$ cat config.mk
export PLATFORM = sky130hd
export DESIGN_NAME = rr_bus_arbiter
export DESIGN_NICKNAME = d
export VERILOG_FILES = /design/src/rtl/arb_pkg.sv /design/src/rtl/rr_pick.sv /design/src/rtl/rr_bus_arbiter.sv
export SDC_FILE = /design/constraint.sdc
export NUM_CORES = 1
export LEC_CHECK = 0
export ABC_AREA = 1
export CAP_MARGIN = 20
export CELL_PAD_IN_SITES_DETAIL_PLACEMENT = 1
export CELL_PAD_IN_SITES_GLOBAL_PLACEMENT = 1
export CORE_UTILIZATION = 35
export CTS_CLUSTER_SIZE = 12
export DETAILED_ROUTE_END_ITERATION = 10
export PLACE_DENSITY = 0.73
export SYNTH_ARGS = -nofsm -noshare
export SYNTH_HDL_FRONTEND = slang
export SYNTH_SLANG_ARGS = --single-unit
export TNS_END_PERCENT = 50
$ cat constraint.sdc
create_clock -name clk -period 3.9 [get_ports clk]
set_input_delay 0.585 -clock clk [delete_from_list [all_inputs] [get_ports clk]]
set_output_delay 0.585 -clock clk [all_outputs]
set_load 0.05 [all_outputs]
$ cat src/rtl/arb_pkg.sv
// Shared definitions for the bus arbiter family: width helper, requester
// limit and the per-edge decision type used by the round-robin arbiter.
package arb_pkg;

    // Largest requester count any arbiter in this family is built for.
    localparam int MAX_N = 16;

    // What the arbiter does with the bus at the coming clock edge.
    typedef enum logic [1:0] {
        DEC_IDLE     = 2'd0,   // nobody owns the bus, look for a new owner
        DEC_KEEP     = 2'd1,   // owner keeps the bus for another cycle
        DEC_PREEMPT  = 2'd2,   // owner hit the hold limit, force hand-over
        DEC_HANDOVER = 2'd3    // owner released its request
    } arbDecision_e;

    // Ceiling log2 that never returns less than one, so a value always
    // gets at least a one-bit field.
    function automatic int clog2_min1(input int value);
        int result;
        result = 0;
        for (int i = 0; i < 31; i++) begin
            if ((1 << i) < value) begin
                result = i + 1;
            end
        end
        return (result < 1) ? 1 : result;
    endfunction

endpackage

$ cat src/rtl/rr_pick.sv
// Circular first-set-bit finder: returns the index of the first set bit of
// vec_i at or after start_i, wrapping from N-1 back to 0.
module rr_pick
    import arb_pkg::*;
#(
    parameter int N    = 4,
    parameter int ID_W = clog2_min1(N)
) (
    input  logic [N-1:0]    vec_i,
    input  logic [ID_W-1:0] start_i,
    output logic            found_o,
    output logic [ID_W-1:0] idx_o
);

    localparam logic [ID_W:0] N_VAL = (ID_W + 1)'(N);

    logic [N-1:0]  rotated;
    logic [ID_W:0] offset;
    logic [ID_W:0] sum;

    // Rotate the doubled vector so start_i lands at bit 0, take the lowest
    // set bit as the distance from start, then map back to an absolute index.
    always_comb begin
        rotated = N'({vec_i, vec_i} >> start_i);
        offset  = '0;
        for (int i = N - 1; i >= 0; i--) begin
            if (rotated[i]) begin
                offset = (ID_W + 1)'(i);
            end
        end
        sum = {1'b0, start_i} + offset;
        if (sum >= N_VAL) begin
            sum = sum - N_VAL;
        end
    end

    assign found_o = |rotated;
    assign idx_o   = sum[ID_W-1:0];

endmodule

$ cat src/rtl/rr_bus_arbiter.sv
// Round-robin bus arbiter for N masters. The grant is registered and one-hot
// (or zero when idle). An owner keeps the bus while its request stays high;
// with MAX_HOLD non-zero it is forced off after MAX_HOLD cycles if anyone
// else is waiting. A sole requester is never forced off.
module rr_bus_arbiter
    import arb_pkg::*;
#(
    parameter int N        = 4,
    parameter int MAX_HOLD = 8,
    localparam int ID_W    = clog2_min1(N),
    localparam int CNT_W   = clog2_min1(MAX_HOLD + 1)
) (
    input  logic            clk,
    input  logic            rst,
    input  logic [N-1:0]    req_i,
    output logic [N-1:0]    gnt_o,
    output logic            gnt_valid_o,
    output logic [ID_W-1:0] gnt_id_o,
    output logic            preempt_o
);

    localparam logic [ID_W-1:0]  LAST_ID   = ID_W'(N - 1);
    localparam logic [CNT_W-1:0] HOLD_MAX  = CNT_W'(MAX_HOLD);
    localparam logic [CNT_W-1:0] HOLD_LAST = CNT_W'((MAX_HOLD == 0) ? 0 : MAX_HOLD - 1);

    if (N < 2 || N > MAX_N) begin : gBadN
        $error("rr_bus_arbiter: N must be in 2..%0d", MAX_N);
    end

    logic [N-1:0]     gnt_q,       gnt_d;
    logic [ID_W-1:0]  gntId_q,     gntId_d;
    logic             gntValid_q,  gntValid_d;
    logic [CNT_W-1:0] holdCnt_q,   holdCnt_d;
    logic [ID_W-1:0]  lastOwner_q, lastOwner_d;
    logic             preempt_q,   preempt_d;

    logic [N-1:0]     others;
    logic [ID_W-1:0]  curPlusOne;
    logic [ID_W-1:0]  lastPlusOne;
    arbDecision_e     decision;
    logic [N-1:0]     pickVec;
    logic [ID_W-1:0]  pickStart;
    logic             pickFound;
    logic [ID_W-1:0]  pickIdx;

    function automatic logic [ID_W-1:0] wrapInc(input logic [ID_W-1:0] id);
        return (id == LAST_ID) ? '0 : id + ID_W'(1);
    endfunction

    assign others      = req_i & ~gnt_q;
    assign curPlusOne  = wrapInc(gntId_q);
    assign lastPlusOne = wrapInc(lastOwner_q);

    // Classify the coming edge and choose what the shared picker searches:
    // an idle bus resumes after the last owner, every other search starts
    // just past the current owner, and a forced hand-over skips the owner.
    always_comb begin
        decision  = DEC_KEEP;
        pickVec   = req_i;
        pickStart = curPlusOne;
        if (!gntValid_q) begin
            decision  = DEC_IDLE;
            pickStart = lastPlusOne;
        end else if (!req_i[gntId_q]) begin
            decision = DEC_HANDOVER;
        end else if ((|others) && (MAX_HOLD != 0) && (holdCnt_q >= HOLD_LAST)) begin
            decision = DEC_PREEMPT;
            pickVec  = others;
        end
    end

    rr_pick #(
        .N    (N),
        .ID_W (ID_W)
    ) uPick (
        .vec_i   (pickVec),
        .start_i (pickStart),
        .found_o (pickFound),
        .idx_o   (pickIdx)
    );

    // Next-state values: keep and count while the owner holds, otherwise
    // move the grant to the picked master (restarting the hold count) or
    // drop to idle while remembering who owned the bus last.
    always_comb begin
        gnt_d       = gnt_q;
        gntId_d     = gntId_q;
        gntValid_d  = gntValid_q;
        holdCnt_d   = holdCnt_q;
        lastOwner_d = lastOwner_q;
        preempt_d   = 1'b0;
        if (decision == DEC_KEEP) begin
            if (holdCnt_q != HOLD_MAX) begin
                holdCnt_d = holdCnt_q + CNT_W'(1);
            end
        end else if (pickFound) begin
            gnt_d       = N'(1) << pickIdx;
            gntId_d     = pickIdx;
            gntValid_d  = 1'b1;
            holdCnt_d   = '0;
            lastOwner_d = pickIdx;
            preempt_d   = (decision == DEC_PREEMPT);
        end else begin
            gnt_d      = '0;
            gntId_d    = '0;
            gntValid_d = 1'b0;
            holdCnt_d  = '0;
        end
    end

    // Arbiter state; reset drops the grant at once and points the rotation
    // at N-1 so master 0 is first in line afterwards.
    always_ff @(posedge clk or posedge rst) begin
        if (rst) begin
            gnt_q       <= '0;
            gntId_q     <= '0;
            gntValid_q  <= 1'b0;
            holdCnt_q   <= '0;
            lastOwner_q <= LAST_ID;
            preempt_q   <= 1'b0;
        end else begin
            gnt_q       <= gnt_d;
            gntId_q     <= gntId_d;
            gntValid_q  <= gntValid_d;
            holdCnt_q   <= holdCnt_d;
            lastOwner_q <= lastOwner_d;
            preempt_q   <= preempt_d;
        end
    end

    assign gnt_o       = gnt_q;
    assign gnt_valid_o = gntValid_q;
    assign gnt_id_o    = gntId_q;
    assign preempt_o   = preempt_q;

endmodule

==> impl_results.md <==
- Status: finished with violations
- Failing checks: DRC
- Final hold violation count: 0
- Drt first pass iters: 7
- Hold Crit Endpoint: lastOwner_q[1]
- Final setup violation count: 0
- Final Net Count: 182
- CTS tree: built
- Worst EP required: 4080 ps
- Vias: 1017
- Clock Pin Slew Worst Setup and Hold Paths: 80 ps
- Routed len/inst: 13.93 um
- Max FO, Critical Path: 6
- Grt ovf: 0
- Worst Min Path Start: lastOwner_q[1]
- Hold Path Class: flip-flop to flip-flop
- Via density: 5.060
- Max-Cap Viols: 0
- FF+latch count, synth: 14
- Final min period: 2844 ps
- Die width: 56.77 um
- Gate Count Post-Synth: 154
- Main flop type after synthesis: dfrtp_1
- Synthesized cell area: 0.001050 mm^2
- Worst Tran Pin Value: 532.2 ps
- Hold depth: 2
- Post-route ant nets: 0
- CTS Hold Bufs: 0
- Library cells used by synthesis: 25
- Initial DRC count: 33
- Placer Congestion: 0.7581
- Post-CTS resize count: 0
- ANT cells: 0
- Clock skew: 3.001 ps
- Die ar.: 0.003222 mm^2
- Area fraction of the dominant cell type after synthesis: 28.61%
- Chip Height: 56.77 um
- Worst setup SP type: primary input
- Core Area: 0.002805 mm^2
- First-pass GRT wire length: 4.774 mm
- GRT Util Overall: 19.28%
- Clock root cell: clkbuf_4
- Post-CTS Setup Bufs: 0
- R2r startpoint: gnt_id_o[0]
- Avg Inst Size Synth: 6.817 um^2
- Clock Sinks: 14
- Setup TNS: 0 ps
- Fmax: 351.6 MHz
- RSZ-0062 raised after global routing: false
- R2R Path End: gnt_id_o[1]
- Reg2reg path depth: 14
- Top-count cell post-synth: nand2_1
- Number of I/O pins: 14
- Worst relative slew slack: 64.48%
- R2r setup slk: 1280 ps
- Seq/Total Area, Yosys: 33.61%
- Area grow syn2layout: 18.83%
- Async SR Flop Fraction: 100.0%
- Synthesis Warnings: 0
- Post-DP HPWL: 2.308 mm
- Number of global-route vias before repair: 1042
- Max clock buf depth: 2
- Largest net degree at the start of global routing: 15
- Synth Net Count: 165
- Synth area leaders: dfrtp_1 (29%), nand2_1 (17%), nand3_1 (8.1%)
- Total CTS buffers: 3
- Initial antenna violation count: 0
- CP arrival: 3020 ps
- Fin. max-slew vios: 0
- Final wirelength: 2.800 mm
- Starting Density: 37.42%
- EDFF count, synth: 0
- Top cells by count, synth: nand2_1 (48), inv_1 (19), nand3_1 (17)
- Crit. End Element: flip-flop
- Clock Latency Late Sink: 280 ps
- Kind of critical path: primary input to flip-flop
- Number of remaining DRC errors: 4
- H-tree depth: 1
- Tcrit/Tclk final: 72.92%
- Dominant cell type by area after synthesis: dfrtp_1
- Number of buffers added on ports: 13
- Fraction of layout cells with a size suffix above 1: 17.06%
- Std cell rows: 19
## worst max path at each step
stage	startpoint	cells past startpoint	endpoint	slack [ps]
global placement	req_i[2]	18	gnt_o[2]	890
floorplan	gnt_id_o[0]	14	gnt_o[2]	1290
detailed placement	req_i[1]	18	gnt_id_o[1]	750
finish	req_i[1]	18	gnt_id_o[1]	1060
global route	req_i[3]	18	gnt_o[3]	850
CTS	req_i[1]	18	gnt_id_o[1]	1040
## sequential cells by signal, indices dropped and copies added, names as in the netlist
| name | cells |
|---|---|
| gnt_o | 4 |
| holdCnt_q | 4 |
| gnt_id_o | 2 |
| lastOwner_q | 2 |
| gnt_valid_o | 1 |
| preempt_o | 1 |
## cell type report
| class | count | area, um^2 |
|---|---|---|
| Fill cell | 366 | 1558 |
| Tap cell | 31 | 38.79 |
| Multi-Input combinational cell | 114 | 595.6 |
| Clock buffer | 4 | 36.28 |
| Inverter | 25 | 93.84 |
| Timing Repair Buffer | 13 | 130.1 |
| Sequential cell | 14 | 352.8 |
## critical path, stage by stage
cell and delay [ps]:
clkdlybuf4s50_1 540, nand2_1 90, nand2_1 70, nor2_1 50, nor2_2 190, nand3_1 160, nand3_1 110, nand2_1 100
nand2_1 90, nand2_2 70, a21oi_1 120, nor2_1 60, ha_1 180, xnor2_1 190, nand3b_1 150, nand2_2 100
nand2_2 80, nand2_1 50
## stage by stage
step / area [um^2] / setup slack (ps) / hold slack, ps / std cells / utilization (%)
final: 1247 / 1056 / 485.5 / 201 / 44.47
after global routing: 1247 / 851.5 / 509.5 / 201 / 44.47
after floorplan: 1050 / 1286 / 448.6 / 154 / -
after detailed placement: 1211 / 750.7 / 474.7 / 197 / 43.18
after global placement: 1211 / 888.0 / 465.5 / 197 / 43.18
after CTS: 1247 / 1039 / 489.5 / 201 / 44.47
## cell usage in the layout, fill, tap and decap left out, types with 2 or more instances in the layout
cell type         n
nand2_1          48
inv_1            19
nand3_1          17
nor2_1           13
clkdlybuf4s50_1  13
dfrtp_1          12
nand2_2          10
inv_2             5
ha_1              5
o21ai_1           3
a21oi_1           3
clkbuf_4          3
o21ai_2           2
o21ai_0           2
nor3_1            2
dfstp_2           2
## per-layer routing
layer | global-route usage (%) | vias up | wire, um
li1 | - | 509 | -
met3 | 3.226 | 4 | 91
met4 | 4.878 | 0 | 34
met1 | 25.46 | 482 | 1300
met5 | 0 | - | 0
met2 | 32.65 | 22 | 1372
## logic make-up (layout without fill, tap and decap cells)
logic type / Yosys count / after routing / share of synthesized area, %
and+or+nand+nor: 96 / 96 / 42.07
buffers and inverters: 26 / 42 / 9.655
DFF: 14 / 14 / 33.61
AOI/OAI and AO/OA: 11 / 11 / 7.032
adders and majority gates: 5 / 5 / 5.959
xor gates and xnor gates: 2 / 2 / 1.669
Power is left out: the tool's default activity adds up to more than one toggle a clock period on the data nets, which glitch-free logic cannot reach.
